**config.mk**
```make
export PLATFORM = sky130hd
export DESIGN_NAME = memory_stage_flat
export DESIGN_NICKNAME = d
export VERILOG_FILES = /design/src/rtl/memory_stage_if.sv /design/src/rtl/memory_stage.sv /design/src/flat_wrapper.sv
export SDC_FILE = /design/constraint.sdc
export NUM_CORES = 1
export LEC_CHECK = 0
export ABC_AREA = 1
export BUFFER_PORTS_ARGS = -buffer_cell sky130_fd_sc_hd__buf_2
export CORE_AREA = 2 2 236 238
export DETAILED_ROUTE_END_ITERATION = 7
export DIE_AREA = 0 0 238 240
export GPL_TIMING_DRIVEN = 0
export PLACE_DENSITY = 0.61
export REMOVE_ABC_BUFFERS = 1
export SETUP_SLACK_MARGIN = 0.05
export SLEW_MARGIN = 20
export SYNTH_ARGS = -nofsm -noshare
export SYNTH_HDL_FRONTEND = slang
export SYNTH_SLANG_ARGS = --single-unit
```
**constraint.sdc**
```tcl
create_clock -name clk -period 3.2 [get_ports clk]
set_input_delay 0.48 -clock clk [delete_from_list [all_inputs] [get_ports clk]]
set_output_delay 0.48 -clock clk [all_outputs]
set_load 0.01 [all_outputs]
```
**src/rtl/memory_stage_if.sv**
```systemverilog
// memory_stage_if: bundles the execute-side handshake, the data-bus request /
// response pair and the writeback bundle of the memory stage.
// The slave modport is the memory stage's own view; the master modport is the
// view of whatever surrounds it (execute, data memory, writeback).
interface memory_stage_if #(
    parameter int XLEN = 64,
    parameter int ILEN = 32
) ();
    // Execute -> memory stage
    logic            ex_valid;
    logic            ex_ready;
    logic [XLEN-1:0] ex_pc;
    logic [ILEN-1:0] ex_instr;
    logic [4:0]      ex_dst;
    logic [XLEN-1:0] ex_result;
    logic [XLEN-1:0] ex_store_data;
    logic            ex_mem_read;
    logic            ex_mem_write;
    logic [2:0]      ex_size;
    logic            ex_regwrite;

    // Data bus request / response
    logic            dreq_valid;
    logic [XLEN-1:0] dreq_addr;
    logic [1:0]      dreq_size;
    logic [7:0]      dreq_strobe;
    logic [XLEN-1:0] dreq_data;
    logic            dresp_data_ok;
    logic [XLEN-1:0] dresp_data;

    // Memory stage -> writeback
    logic            m_valid;
    logic [XLEN-1:0] m_pc;
    logic [ILEN-1:0] m_instr;
    logic [4:0]      m_dst;
    logic [XLEN-1:0] m_writedata;
    logic            m_regwrite;
    logic            m_misalign;

    modport slave (
        input  ex_valid, ex_pc, ex_instr, ex_dst, ex_result, ex_store_data,
        input  ex_mem_read, ex_mem_write, ex_size, ex_regwrite,
        output ex_ready,
        output dreq_valid, dreq_addr, dreq_size, dreq_strobe, dreq_data,
        input  dresp_data_ok, dresp_data,
        output m_valid, m_pc, m_instr, m_dst, m_writedata, m_regwrite, m_misalign
    );

    modport master (
        output ex_valid, ex_pc, ex_instr, ex_dst, ex_result, ex_store_data,
        output ex_mem_read, ex_mem_write, ex_size, ex_regwrite,
        input  ex_ready,
        input  dreq_valid, dreq_addr, dreq_size, dreq_strobe, dreq_data,
        output dresp_data_ok, dresp_data,
        input  m_valid, m_pc, m_instr, m_dst, m_writedata, m_regwrite, m_misalign
    );
endinterface

```
**src/rtl/memory_stage.sv**
```systemverilog
// memory_stage: pipeline stage between execute and writeback. Holds one
// instruction at a time, issues its load/store on the data bus, aligns and
// extends load data, lane-shifts store data and presents a registered result
// bundle to writeback. Execute is stalled while a bus transaction is pending.
//
// Optional build macro: MEM_MISALIGN_CHECK_EN
//   defined   - misaligned loads/stores are not issued; they retire next cycle
//               with m_misalign=1 and no register write.
//   undefined - m_misalign stays 0 and every access is issued as is.
module memory_stage #(
    parameter int XLEN = 64,
    parameter int ILEN = 32
) (
    input  logic          clk,
    input  logic          reset,      // asynchronous, active low
    memory_stage_if.slave bus
);

    typedef enum logic [0:0] {
        S_IDLE = 1'b0,
        S_REQ  = 1'b1
    } state_t;

    state_t          r_state;

    // Bundle latched at accept
    logic [XLEN-1:0] r_pc;
    logic [ILEN-1:0] r_instr;
    logic [4:0]      r_dst;
    logic [XLEN-1:0] r_addr;
    logic [2:0]      r_size;
    logic            r_regwrite;
    logic            r_is_load;

    // Bus request registers
    logic            r_dreq_valid;
    logic [7:0]      r_dreq_strobe;
    logic [XLEN-1:0] r_dreq_data;

    // Writeback bundle registers
    logic            r_m_valid;
    logic [XLEN-1:0] r_m_pc;
    logic [ILEN-1:0] r_m_instr;
    logic [4:0]      r_m_dst;
    logic [XLEN-1:0] r_m_writedata;
    logic            r_m_regwrite;
    logic            r_m_misalign;

    // Decode of the incoming bundle; a read+write combination behaves as a load
    logic            w_is_mem;
    logic            w_is_store;
    logic [2:0]      w_off;
    logic [3:0]      w_nbytes;
    logic [3:0]      w_lane_end;
    logic [7:0]      w_strobe;
    logic [XLEN-1:0] w_store_shifted;
    logic            w_misalign;

    // Load alignment from the latched address/size
    logic [XLEN-1:0] w_raw;
    logic [XLEN-1:0] w_load_data;

    assign w_is_mem        = bus.ex_mem_read | bus.ex_mem_write;
    assign w_is_store      = bus.ex_mem_write & ~bus.ex_mem_read;
    assign w_off           = bus.ex_result[2:0];
    assign w_nbytes        = 4'd1 << bus.ex_size[1:0];
    assign w_lane_end      = {1'b0, w_off} + w_nbytes;
    assign w_store_shifted = bus.ex_store_data << {w_off, 3'b000};

    // A byte lane is enabled when it lies in [off, off+size); lanes past 7
    // simply fall off, which matches a shifted-and-truncated mask.
    genvar gi;
    generate
        for (gi = 0; gi < 8; gi++) begin : g_strobe
            assign w_strobe[gi] = w_is_store
                                  && (4'(gi) >= {1'b0, w_off})
                                  && (4'(gi) < w_lane_end);
        end
    endgenerate

`ifdef MEM_MISALIGN_CHECK_EN
    // Natural-alignment test of the incoming effective address
    always_comb begin
        w_misalign = 1'b0;
        case (bus.ex_size[1:0])
            2'd0:    w_misalign = 1'b0;
            2'd1:    w_misalign = bus.ex_result[0];
            2'd2:    w_misalign = (bus.ex_result[1:0] != 2'b00);
            default: w_misalign = (bus.ex_result[2:0] != 3'b000);
        endcase
    end
`else
    assign w_misalign = 1'b0;
`endif

    assign w_raw = bus.dresp_data >> {r_addr[2:0], 3'b000};

    // Pick the accessed width from the aligned word and sign/zero extend it;
    // doubleword ignores the extension bit.
    always_comb begin
        w_load_data = w_raw;
        case (r_size[1:0])
            2'd0: w_load_data = r_size[2] ? {{(XLEN-8){1'b0}}, w_raw[7:0]}
                                          : {{(XLEN-8){w_raw[7]}}, w_raw[7:0]};
            2'd1: w_load_data = r_size[2] ? {{(XLEN-16){1'b0}}, w_raw[15:0]}
                                          : {{(XLEN-16){w_raw[15]}}, w_raw[15:0]};
            2'd2: w_load_data = r_size[2] ? {{(XLEN-32){1'b0}}, w_raw[31:0]}
                                          : {{(XLEN-32){w_raw[31]}}, w_raw[31:0]};
            default: w_load_data = w_raw;
        endcase
    end

    // Stage FSM: accept in IDLE, hold the bus request in REQ until completion,
    // and produce a one-cycle writeback pulse per instruction.
    always_ff @(posedge clk or negedge reset) begin
        if (!reset) begin
            r_state       <= S_IDLE;
            r_pc          <= '0;
            r_instr       <= '0;
            r_dst         <= '0;
            r_addr        <= '0;
            r_size        <= '0;
            r_regwrite    <= 1'b0;
            r_is_load     <= 1'b0;
            r_dreq_valid  <= 1'b0;
            r_dreq_strobe <= '0;
            r_dreq_data   <= '0;
            r_m_valid     <= 1'b0;
            r_m_pc        <= '0;
            r_m_instr     <= '0;
            r_m_dst       <= '0;
            r_m_writedata <= '0;
            r_m_regwrite  <= 1'b0;
            r_m_misalign  <= 1'b0;
        end else begin
            r_m_valid <= 1'b0;
            case (r_state)
                S_IDLE: begin
                    if (bus.ex_valid) begin
                        r_pc          <= bus.ex_pc;
                        r_instr       <= bus.ex_instr;
                        r_dst         <= bus.ex_dst;
                        r_addr        <= bus.ex_result;
                        r_size        <= bus.ex_size;
                        r_regwrite    <= bus.ex_regwrite;
                        r_is_load     <= bus.ex_mem_read;
                        r_dreq_strobe <= w_strobe;
                        r_dreq_data   <= w_store_shifted;
                        if (w_is_mem && !w_misalign) begin
                            r_state      <= S_REQ;
                            r_dreq_valid <= 1'b1;
                        end else begin
                            // Non-memory op, or a memory op rejected as misaligned
                            r_m_valid     <= 1'b1;
                            r_m_pc        <= bus.ex_pc;
                            r_m_instr     <= bus.ex_instr;
                            r_m_dst       <= bus.ex_dst;
                            r_m_writedata <= w_is_mem ? '0 : bus.ex_result;
                            r_m_regwrite  <= w_is_mem ? 1'b0 : bus.ex_regwrite;
                            r_m_misalign  <= w_is_mem & w_misalign;
                        end
                    end
                end
                S_REQ: begin
                    if (bus.dresp_data_ok) begin
                        r_state       <= S_IDLE;
                        r_dreq_valid  <= 1'b0;
                        r_m_valid     <= 1'b1;
                        r_m_pc        <= r_pc;
                        r_m_instr     <= r_instr;
                        r_m_dst       <= r_dst;
                        r_m_writedata <= r_is_load ? w_load_data : '0;
                        r_m_regwrite  <= r_is_load & r_regwrite;
                        r_m_misalign  <= 1'b0;
                    end
                end
                default: begin
                    r_state      <= S_IDLE;
                    r_dreq_valid <= 1'b0;
                end
            endcase
        end
    end

    assign bus.ex_ready    = (r_state == S_IDLE);
    assign bus.dreq_valid  = r_dreq_valid;
    assign bus.dreq_addr   = r_addr;
    assign bus.dreq_size   = r_size[1:0];
    assign bus.dreq_strobe = r_dreq_strobe;
    assign bus.dreq_data   = r_dreq_data;

    assign bus.m_valid     = r_m_valid;
    assign bus.m_pc        = r_m_pc;
    assign bus.m_instr     = r_m_instr;
    assign bus.m_dst       = r_m_dst;
    assign bus.m_writedata = r_m_writedata;
    assign bus.m_regwrite  = r_m_regwrite;
`ifdef MEM_MISALIGN_CHECK_EN
    assign bus.m_misalign  = r_m_misalign;
`else
    assign bus.m_misalign  = 1'b0;
`endif

endmodule

```
**src/flat_wrapper.sv**
```systemverilog
// flat-port wrapper written by rule: the top's interface ports become plain ports
module memory_stage_flat 
#(
    parameter int XLEN = 64,
    parameter int ILEN = 32
)
  (clk, reset, bus_ex_valid, bus_ex_pc, bus_ex_instr, bus_ex_dst, bus_ex_result, bus_ex_store_data, bus_ex_mem_read, bus_ex_mem_write, bus_ex_size, bus_ex_regwrite, bus_ex_ready, bus_dreq_valid, bus_dreq_addr, bus_dreq_size, bus_dreq_strobe, bus_dreq_data, bus_dresp_data_ok, bus_dresp_data, bus_m_valid, bus_m_pc, bus_m_instr, bus_m_dst, bus_m_writedata, bus_m_regwrite, bus_m_misalign);
  memory_stage_if #(.XLEN(XLEN), .ILEN(ILEN)) bus_i ();
  input  logic clk;
  input  logic reset;
  input wire logic [$bits(bus_i.ex_valid)-1:0] bus_ex_valid;
  input wire logic [$bits(bus_i.ex_pc)-1:0] bus_ex_pc;
  input wire logic [$bits(bus_i.ex_instr)-1:0] bus_ex_instr;
  input wire logic [$bits(bus_i.ex_dst)-1:0] bus_ex_dst;
  input wire logic [$bits(bus_i.ex_result)-1:0] bus_ex_result;
  input wire logic [$bits(bus_i.ex_store_data)-1:0] bus_ex_store_data;
  input wire logic [$bits(bus_i.ex_mem_read)-1:0] bus_ex_mem_read;
  input wire logic [$bits(bus_i.ex_mem_write)-1:0] bus_ex_mem_write;
  input wire logic [$bits(bus_i.ex_size)-1:0] bus_ex_size;
  input wire logic [$bits(bus_i.ex_regwrite)-1:0] bus_ex_regwrite;
  output wire logic [$bits(bus_i.ex_ready)-1:0] bus_ex_ready;
  output wire logic [$bits(bus_i.dreq_valid)-1:0] bus_dreq_valid;
  output wire logic [$bits(bus_i.dreq_addr)-1:0] bus_dreq_addr;
  output wire logic [$bits(bus_i.dreq_size)-1:0] bus_dreq_size;
  output wire logic [$bits(bus_i.dreq_strobe)-1:0] bus_dreq_strobe;
  output wire logic [$bits(bus_i.dreq_data)-1:0] bus_dreq_data;
  input wire logic [$bits(bus_i.dresp_data_ok)-1:0] bus_dresp_data_ok;
  input wire logic [$bits(bus_i.dresp_data)-1:0] bus_dresp_data;
  output wire logic [$bits(bus_i.m_valid)-1:0] bus_m_valid;
  output wire logic [$bits(bus_i.m_pc)-1:0] bus_m_pc;
  output wire logic [$bits(bus_i.m_instr)-1:0] bus_m_instr;
  output wire logic [$bits(bus_i.m_dst)-1:0] bus_m_dst;
  output wire logic [$bits(bus_i.m_writedata)-1:0] bus_m_writedata;
  output wire logic [$bits(bus_i.m_regwrite)-1:0] bus_m_regwrite;
  output wire logic [$bits(bus_i.m_misalign)-1:0] bus_m_misalign;
  assign bus_i.ex_valid = bus_ex_valid;
  assign bus_i.ex_pc = bus_ex_pc;
  assign bus_i.ex_instr = bus_ex_instr;
  assign bus_i.ex_dst = bus_ex_dst;
  assign bus_i.ex_result = bus_ex_result;
  assign bus_i.ex_store_data = bus_ex_store_data;
  assign bus_i.ex_mem_read = bus_ex_mem_read;
  assign bus_i.ex_mem_write = bus_ex_mem_write;
  assign bus_i.ex_size = bus_ex_size;
  assign bus_i.ex_regwrite = bus_ex_regwrite;
  assign bus_ex_ready = bus_i.ex_ready;
  assign bus_dreq_valid = bus_i.dreq_valid;
  assign bus_dreq_addr = bus_i.dreq_addr;
  assign bus_dreq_size = bus_i.dreq_size;
  assign bus_dreq_strobe = bus_i.dreq_strobe;
  assign bus_dreq_data = bus_i.dreq_data;
  assign bus_i.dresp_data_ok = bus_dresp_data_ok;
  assign bus_i.dresp_data = bus_dresp_data;
  assign bus_m_valid = bus_i.m_valid;
  assign bus_m_pc = bus_i.m_pc;
  assign bus_m_instr = bus_i.m_instr;
  assign bus_m_dst = bus_i.m_dst;
  assign bus_m_writedata = bus_i.m_writedata;
  assign bus_m_regwrite = bus_i.m_regwrite;
  assign bus_m_misalign = bus_i.m_misalign;
  memory_stage #(.XLEN(XLEN), .ILEN(ILEN)) u_core (.clk(clk), .reset(reset), .bus(bus_i));
endmodule
```
After elaboration in Yosys (flattened, before gate mapping)
Index checks and enable logic that the tools add are counted.
{"block": "word_totals", "register_bits": 411, "in_bits": 303, "elab_cells": 103}
{"block": "classes", "n_addsub": 1, "n_lt_le_gt_ge": 15, "eq_ne": 6, "shift": 3, "muxes": 37, "n_bitwise": 5, "n_reduce_logical": 19}
{"cell": "$mux 64", "count": 10}
{"cell": "$pmux 64 s2", "count": 2}
{"cell": "$pmux 64 s3", "count": 1}
{"cell": "$mux 32", "count": 3}
{"cell": "$pmux 32 s2", "count": 1}
{"cell": "$shl 64x6->64", "count": 1}
{"cell": "$shr 64x6->64", "count": 1}
{"cell": "$lt 3x4->1 const A", "count": 4}
{"cell": "$logic_and 1x1->1", "count": 15}
{"cell": "$mux 5", "count": 3}
{"cell": "$mux 1", "count": 12}
{"cell": "$pmux 5 s2", "count": 1}
{"cell": "$ge 3x3->1 const A", "count": 3}
{"cell": "$lt 1x4->1 const A", "count": 2}
{"cell": "$lt 2x4->1 const A", "count": 2}
{"cell": "$pmux 1 s2", "count": 4}
{"cell": "$ge 1x3->1 const A", "count": 2}
{"cell": "$ge 2x3->1 const A", "count": 2}
{"cell": "$ne 2x2->1 const B", "count": 3}
{"cell": "$reduce_and 3->1", "count": 2}
{"cell": "$add 3x4->4", "count": 1}
{"cell": "$shl 1x2->4 const A", "count": 1}
{"cell": "$and 1x1->1", "count": 2}
{"cell": "$eq 2x1->1 const B", "count": 1}
{"cell": "other kinds (6)", "count": 7}

Longest topological paths before layout
Gate-level depths: netlist of the first run.
{"block": "logic_depth", "word_depth": 6, "depth_mapped": 13, "depth_no_buf": 11}

Worst setup path before layout of the first run
OpenSTA, ideal clock, no wires.
{"block": "synth_timing", "path_type": "input-to-reg", "from": "input port bus_ex_result[1]", "to": "register u_core.r_dreq_strobe[4] (netlist: u_core.bus.dreq_strobe[4])", "setup_ns": 0.083, "t_arrival_ns": 1.758, "required_ns": 3.117, "setup_slack_ns": 1.359, "path_stages": 9, "n_path_buf": 1, "cell_sequence": "inv_1 > clkbuf_1 > fa_1 > xor2_1 > nand2_1 > nand2_1 > inv_1 > o21ai_0 > o21ai_0"}
{"block": "synth_via", "elab_chain_len": 3, "word_cells_on_any_way": 5, "cone_classes": "1 x add/sub; 2 x order compare; 2 x reduce/logical"}
{"item": "from (decl)", "line": "flat_wrapper.sv:15", "rtl": "input wire logic [$bits(bus_i.ex_result)-1:0] bus_ex_result;"}
{"item": "$add 3x4->4 or $ge 3x3->1 (tied branches)", "line": "memory_stage.sv:67, memory_stage.sv:76"}
{"item": "$lt 3x4->1 or $logic_and 1x1->1 (tied branches)", "line": "memory_stage.sv:77, memory_stage.sv:76"}
{"item": "$logic_and 1x1->1 *", "line": "memory_stage.sv:77", "rtl": "&& (4'(gi) < w_lane_end);"}
{"item": "to (signal assigned)", "line": "memory_stage.sv:147", "rtl": "r_dreq_strobe <= w_strobe;"}
{"item": "to (decl)", "line": "memory_stage.sv:37", "rtl": "logic [7:0] r_dreq_strobe;"}
Every way passes the cells marked *; elsewhere a longest branch is shown, timed or not.
A chain may end at the register's enable or synchronous reset.

Worst setup path after layout of the first run
{"block": "layout_timing", "from": "register u_core.r_state", "to": "register u_core.r_m_writedata[21] (netlist: u_core.bus.m_writedata[21])"}
{"block": "layout_via", "elab_chain_len": 3, "word_cells_on_any_way": 6, "cone_classes": "3 x eq/ne; 1 x mux; 1 x bitwise; 1 x reduce/logical"}
{"item": "from (decl)", "line": "memory_stage.sv:24", "rtl": "state_t r_state;"}
{"item": "from (signal assigned)", "line": "memory_stage.sv:117", "rtl": "r_state <= S_IDLE;"}
{"item": "from (signal assigned)", "line": "memory_stage.sv:150", "rtl": "r_state <= S_REQ;"}
{"item": "from (signal assigned)", "line": "memory_stage.sv:166", "rtl": "r_state <= S_IDLE;"}
{"item": "$not 1->1 (no line)"}
{"item": "$ne 2x2->1 (no line)"}
{"item": "$reduce_and 3->1 (no line)"}
{"item": "to (signal assigned)", "line": "memory_stage.sv:158", "rtl": "r_m_writedata <= w_is_mem ? '0 : bus.ex_result;"}
{"item": "to (signal assigned)", "line": "memory_stage.sv:172", "rtl": "r_m_writedata <= r_is_load ? w_load_data : '0;"}
{"item": "to (decl)", "line": "memory_stage.sv:45", "rtl": "logic [XLEN-1:0] r_m_writedata;"}
Several ways; a longest one is shown, not always the timed one.

==> results of run 1 <==
-- flip-flops by register name (all words and copies together) (netlist names), 3 cells and up --
name and flops:
u_core.r_pc 64, u_core.bus.m_writedata 64, u_core.r_dst 5, u_core.r_instr 32, u_core.bus.dreq_addr 64, u_core.bus.m_instr 32
u_core.bus.m_pc 64, u_core.bus.dreq_data 64, u_core.bus.m_dst 5, u_core.r_size 3, u_core.bus.dreq_strobe 8
-- cell type report --
type | count | area, um2 | share of cell area
Antenna cell | 18 | 45.04 | 0.001727
Clock buffer | 67 | 1413 | 0.05415
Clock inverter | 19 | 267.8 | 0.01026
Inverter | 67 | 314.1 | 0.01204
Multi-Input combinational cell | 1965 | 8946 | 0.3429
Sequential cell | 411 | 10290 | 0.3945
Tap cell | 704 | 880.8 | 0.03377
Timing Repair Buffer | 641 | 3880 | 0.1487
Timing Repair inverter | 6 | 48.80 | 0.001871
-- logic make-up after synthesis --
group | after synthesis | share of synthesized area
flip-flops | 411 | 0.5057
other | 1 | 0.0001844
AO/OA/AOI/OAI | 540 | 0.1519
XOR/XNOR | 2 | 0.0008614
AND/OR/NAND/NOR | 1416 | 0.2811
adder cells (fa/ha/maj) | 4 | 0.002830
buffers and inverters | 264 | 0.05746
-- critical path: cells and delay by family (launching register included) --
kind | cells | cell delay (ns)
and+or+nand+nor | 1 | 0.26
AOI/OAI and AO/OA | 3 | 0.47
buffers and inverters | 8 | 1.59
DFF | 1 | 0.44
-- routing by layer --
layer | global-route usage | vias to the layer above | share of wire | routed length, um
li1 | - | 9627 | - | -
met1 | 0.3622 | 10020 | 0.42 | 33350
met2 | 0.4428 | 932 | 0.47 | 37570
met3 | 0.06257 | 152 | 0.086 | 6830
met4 | 0.07348 | 14 | 0.025 | 2016
met5 | 0 | - | 0.0012 | 98
-- worst paths after layout --
check,from,endpoint,slack (ns),cells after the start
worst max-delay path,u_core.r_state,u_core.bus.m_writedata[21],0.21,12
worst min-delay path,bus_ex_instr[24],u_core.r_instr[24],0.1,3
worst max register to register,u_core.r_state,u_core.bus.m_writedata[21],0.21,12
worst min register to register,u_core.bus.dreq_addr[60],u_core.bus.dreq_addr[60],0.47,2
max in group asynchronous,reset,u_core.bus.m_instr[11],1.40,5
min in group asynchronous,reset,u_core.bus.dreq_addr[17],0.25,2
-- through the flow --
| stage | setup slack (ns) | power [mW] |
|---|---|---|
| global route | 0.05179 | 20.00 |
| finish | 0.2109 | 18.98 |
| CTS | 0.07324 | 19.07 |
| floorplan | -9.174 | 10.25 |
| detailed placement | -1.859 | 12.97 |
| global placement | -22.30 | 12.85 |
-- cells in the final DEF (no fill, tap or decap), types with 5 or more instances in the layout --
| cell type | instances |
|---|---|
| clkbuf_16 | 49 |
| a22oi_1 | 8 |
| inv_6 | 8 |
| clkbuf_8 | 14 |
| bufinv_16 | 6 |
| nand3_1 | 51 |
| o21ai_1 | 11 |
| clkinv_2 | 9 |
| and2_1 | 5 |
| a21oi_2 | 11 |
| nand3_2 | 34 |
| o31ai_1 | 7 |
| nor3_1 | 5 |
| clkbuf_1 | 5 |
| buf_2 | 607 |
| o21ai_0 | 157 |
| inv_1 | 57 |
| nand2_1 | 1043 |
| a32o_1 | 8 |
| nor2_1 | 242 |
| a21oi_1 | 174 |
| a31oi_1 | 127 |
| a22o_1 | 9 |
| o211ai_1 | 18 |
| buf_16 | 23 |
| dfrtp_1 | 407 |
| or2_2 | 25 |
| diode_2 | 18 |
-- report_power, final --
| group | total (mW) | internal (mW) | leakage [nW] | switching, mW |
|---|---|---|---|---|
| Combinational | 5.89 | 2.12 | 7.38 | 3.77 |
| Clock | 5.87 | 3.56 | 0.839 | 2.31 |
| Sequential | 7.22 | 6.45 | 4.91 | 0.763 |
| Total | 19.0 | 12.1 | 13.1 | 6.85 |
-- repair_timing --
item	CTS	global route
resized for setup	10	2
cloned	13	2
hold endpoints to repair	90	0
endpoints found under the setup margin	396	65
hold buffers	1	0
pin swaps	2	0
setup buffers	1	0
==> flow_metrics.env, run 1 <==
export IMPL_run_status="finished clean"
export IMPL_hpwl_mm=50.73
export IMPL_p_leak_nw=13.12
export IMPL_synth_edff_count=0
export IMPL_finalNonFillerCells=3898
export IMPL_cts_buffers=48
export IMPL_placed_area_um2=24030
export IMPL_crit_chain="buf_16 > inv_16 > nand2_8 > buf_16 > inv_16 > buf_16 > a21oi_4 > buf_4 > buf_16 > buf_16 > a21oi_1 > a21oi_1"
export IMPL_maxCapViolCount=0
export IMPL_syn_area_um2=20340
export IMPL_yosys_top_cells_area="dfrtp_1 (51%), nand2_1 (19%), nor2_1 (4.5%)"
export IMPL_criticalPathCategory="register to register"
export IMPL_cp_data_required_time_ns=3.71
export IMPL_min_period_ns=2.989
export IMPL_grt_use_total=0.2710
export IMPL_slew_headroom=0.2647
export IMPL_ant_nets=0
export IMPL_grt_antenna_before_repair=24
export IMPL_skew_ns=0.01942
export IMPL_slew_violations=0
export IMPL_grt_overflow_total=0
export IMPL_vias_per_cell=5.321
export IMPL_drt_iter0_drc=1900
export IMPL_drt_total_wl_mm=79.87
export IMPL_fmax_mhz=334.6
export IMPL_nets=3447
export IMPL_synth_most_common_cell="nand2_1"
export IMPL_portBuffers=609
export IMPL_syn_avg_cell_area_um2=7.710
export IMPL_die_area_um2=57120
export IMPL_tightest_slew_ns=1.102
export IMPL_syn_inst=2638
export IMPL_worstPathArrival_ns=3.50
export IMPL_end_kind="register"
export IMPL_grt_pass1_wl_mm=120.3
export IMPL_vias=20740
export IMPL_post_drt_wl_per_cell_um=20.49
export IMPL_synth_seq_cells=411
export IMPL_grt_max_degree=94
export IMPL_cpMostUsedCell="buf_16"
export IMPL_clkTransAtPathRegs_ns=0.07
export IMPL_max_stage_delay_ns=0.44
export IMPL_crit_fanout=50
export IMPL_initial_utilization=0.3721
export IMPL_drtPass1Iterations=5
export IMPL_area_growth_pct=28.27
export IMPL_yosys_warnings=0
export IMPL_placementRows=86
export IMPL_crit_path_start_kind="register"
export IMPL_dp_cells=3777
export IMPL_yosysTopAreaCell="dfrtp_1"
export IMPL_rsz0062_at_grt="false"
export IMPL_htreeDepth=2
export IMPL_synth_top_cell_area_share=0.5057
export IMPL_cts_buffer_depth=3
export IMPL_drc=0
export IMPL_cts_tree="yes"
export IMPL_clkLatencyLatePin_ns=0.59
export IMPL_grt_pass1_vias=19780
export IMPL_fin_hold_ws_ns=0.09993
export IMPL_root_buffer="clkbuf_16"
export IMPL_hold_viol=0
export IMPL_vdd_drop_max_uv=376.2
export IMPL_final_period_utilization=0.9341
export IMPL_synth_common_cells="nand2_1 (1043), dfrtp_1 (411), nor2_1 (245)"
export IMPL_final_cell_area_um2=26090
export IMPL_postSynth_topFlopCell="dfrtp_1"
export IMPL_setup_viol=0
export IMPL_worst_path_max_delay_cell="dfrtp_4"
export IMPL_post_route_cells_drive_above_1_share=0.2598
export IMPL_fill_cells=5459
export IMPL_die_h_um=240
export IMPL_die_x_um=238
export IMPL_synth_cell_types=39
export IMPL_fin_util=0.4772
export IMPL_core_um2=54660
export IMPL_cts_sinks=411
export IMPL_io_pins=611
export IMPL_power_density_nw_per_um2=727.5
export IMPL_synth_async_reset_ratio=1.000
export IMPL_setup_tns_ns=0
export IMPL_place_congestion=0.9078
export IMPL_ys_seq_area_frac=0.5057
export IMPL_hold_path_class="input port to register"
Power figures use the tool's default switching activity.
==> run 2, diff against run 1 <==
Settings changed: GPL_TIMING_DRIVEN 0 to 1.
==> flow_metrics.env, run 2 (synthesis results as in run 1) <==
export IMPL_die_x_um=238
export IMPL_vdd_drop_max_uv=382.5
export IMPL_placementRows=86
export IMPL_min_period_ns=2.661
export IMPL_crit_chain="inv_6 > buf_12 > buf_2"
export IMPL_hold_viol=0
export IMPL_drtPass1Iterations=6
export IMPL_cp_data_required_time_ns=2.72
export IMPL_slew_headroom=0.2976
export IMPL_worst_path_max_delay_cell="buf_12"
export IMPL_final_period_utilization=0.8317
export IMPL_rsz0062_at_grt="false"
export IMPL_skew_ns=0.01990
export IMPL_grt_max_degree=169
export IMPL_nets=3454
export IMPL_cts_buffers=47
export IMPL_hpwl_mm=53.33
export IMPL_run_status="finished clean"
export IMPL_worstPathArrival_ns=2.18
export IMPL_grt_pass1_vias=19290
export IMPL_post_drt_wl_per_cell_um=19.65
export IMPL_area_growth_pct=25.03
export IMPL_fmax_mhz=375.7
export IMPL_drt_iter0_drc=1953
export IMPL_cts_tree="yes"
export IMPL_layout_setup_ws_ns=0.5386
export IMPL_ant_nets=0
export IMPL_die_area_um2=57120
export IMPL_mostFrequentLayoutCells="nand2_1 (1043), buf_2 (608), dfrtp_1 (408)"
export IMPL_slew_violations=0
export IMPL_max_stage_delay_ns=0.57
export IMPL_place_congestion=0.9211
export IMPL_vias_per_cell=5.216
export IMPL_power_total_mw=18.28
export IMPL_hold_path_class="input port to register"
export IMPL_drt_total_wl_mm=76.63
export IMPL_setup_viol=0
export IMPL_clkTransAtPathRegs_ns=0.06
export IMPL_clkLatencyLatePin_ns=0.58
export IMPL_portBuffers=609
export IMPL_tightest_slew_ns=1.054
export IMPL_root_buffer="clkbuf_16"
export IMPL_crit_family="buffers and inverters"
export IMPL_p_leak_nw=12.88
export IMPL_core_um2=54660
export IMPL_cts_buffer_depth=3
export IMPL_crit_fanout=168
export IMPL_io_pins=611
export IMPL_power_density_nw_per_um2=718.9
export IMPL_path_buf_inv=3
export IMPL_htreeDepth=2
export IMPL_end_kind="output pin"
export IMPL_grt_overflow_total=0
export IMPL_criticalPathCategory="register to output pin"
export IMPL_cts_sinks=411
export IMPL_initial_utilization=0.3721
export IMPL_die_h_um=240
export IMPL_grt_use_total=0.2611
export IMPL_setup_tns_ns=0
export IMPL_postCtsSetupBuffers=0
export IMPL_layout_commonest_cell="nand2_1"
export IMPL_grt_pass1_wl_mm=115.7
export IMPL_maxCapViolCount=0
export IMPL_drc=0
export IMPL_post_route_cells_drive_above_1_share=0.2586
export IMPL_grt_antenna_before_repair=16
export IMPL_crit_path_start_kind="register"
export IMPL_post_place_ws_ns=0.6040
export IMPL_vias=20340
[run 2: changes by cell type in the layout (fill, tap and decap cells not counted), moves of 4 or more]
cell	before	now
clkbuf_1	5	9
buf_12	1	6
diode_2	18	12
inv_6	8	2
bufinv_16	6	2
buf_4	2	40
buf_16	23	0
[run 2: final cells by class]
| class | count | area, um2 |
|---|---|---|
| fillers | 5429 | 29230 |
| flip-flops and latches | 411 | 10290 |
| multi-input cells | 1963 | 8909 |
| repair buffers | 657 | 3500 |
| clock buffers | 69 | 1389 |
| well taps | 704 | 880.8 |
| inverters | 67 | 271.5 |
| clock inverters | 16 | 158.9 |
| diodes | 12 | 30.03 |
[run 2: timing repair]
action / in CTS / in global routing
gates resized for setup: 0 / 0
endpoints found under the hold margin: 55 / 0
setup endpoints to repair: 0 / 0
hold buffers: 1 / 0
[run 2: final timing paths]
check	startpoint	depth (start not counted)	slack (ns)	to
min	bus_ex_instr[22]	3	0.11	u_core.r_instr[22]
min reg2reg	u_core.bus.dreq_addr[44]	2	0.47	u_core.bus.dreq_addr[44]
max in group asynchronous	reset	3	1.87	u_core.bus.dreq_data[17]
min in group asynchronous	reset	2	0.49	u_core.bus.dreq_addr[19]
max	u_core.r_state	3	0.54	bus_ex_ready
max reg2reg	u_core.r_size[1]	9	0.69	u_core.bus.m_writedata[63]
[run 2: power breakdown]
part / internal [mW] / switching [mW]
combinational: 1.97 / 3.64
clock: 3.17 / 2.24
sequential: 6.46 / 0.807
total: 11.6 / 6.68
[run 2: layer usage]
metal	up-vias	global-route usage	wire length, um
met5	-	0	70
met4	10	0.09091	2313
met3	142	0.06005	6651
met2	878	0.4081	35000
met1	9695	0.3566	32590
li1	9611	-	-
[run 2: through the flow]
stage | hold WS (ns) | instances | util | area (um2)
final | 0.1068 | 3899 | 0.4652 | 25430
after global routing | 0.07957 | 3897 | 0.4651 | 25420
after CTS | 0.06215 | 3887 | 0.4647 | 25400
after detailed placement | 0.4599 | 3801 | 0.4362 | 23840
after global placement | 0.4579 | 3801 | 0.4361 | 23840
after floorplan | 0.1844 | 2441 | - | 19420
[run 2: tightest hold or removal path, stage by stage]
cell and delay, ns:
buf_2 0.09, nand2_1 0.04, nand2_1 0.04
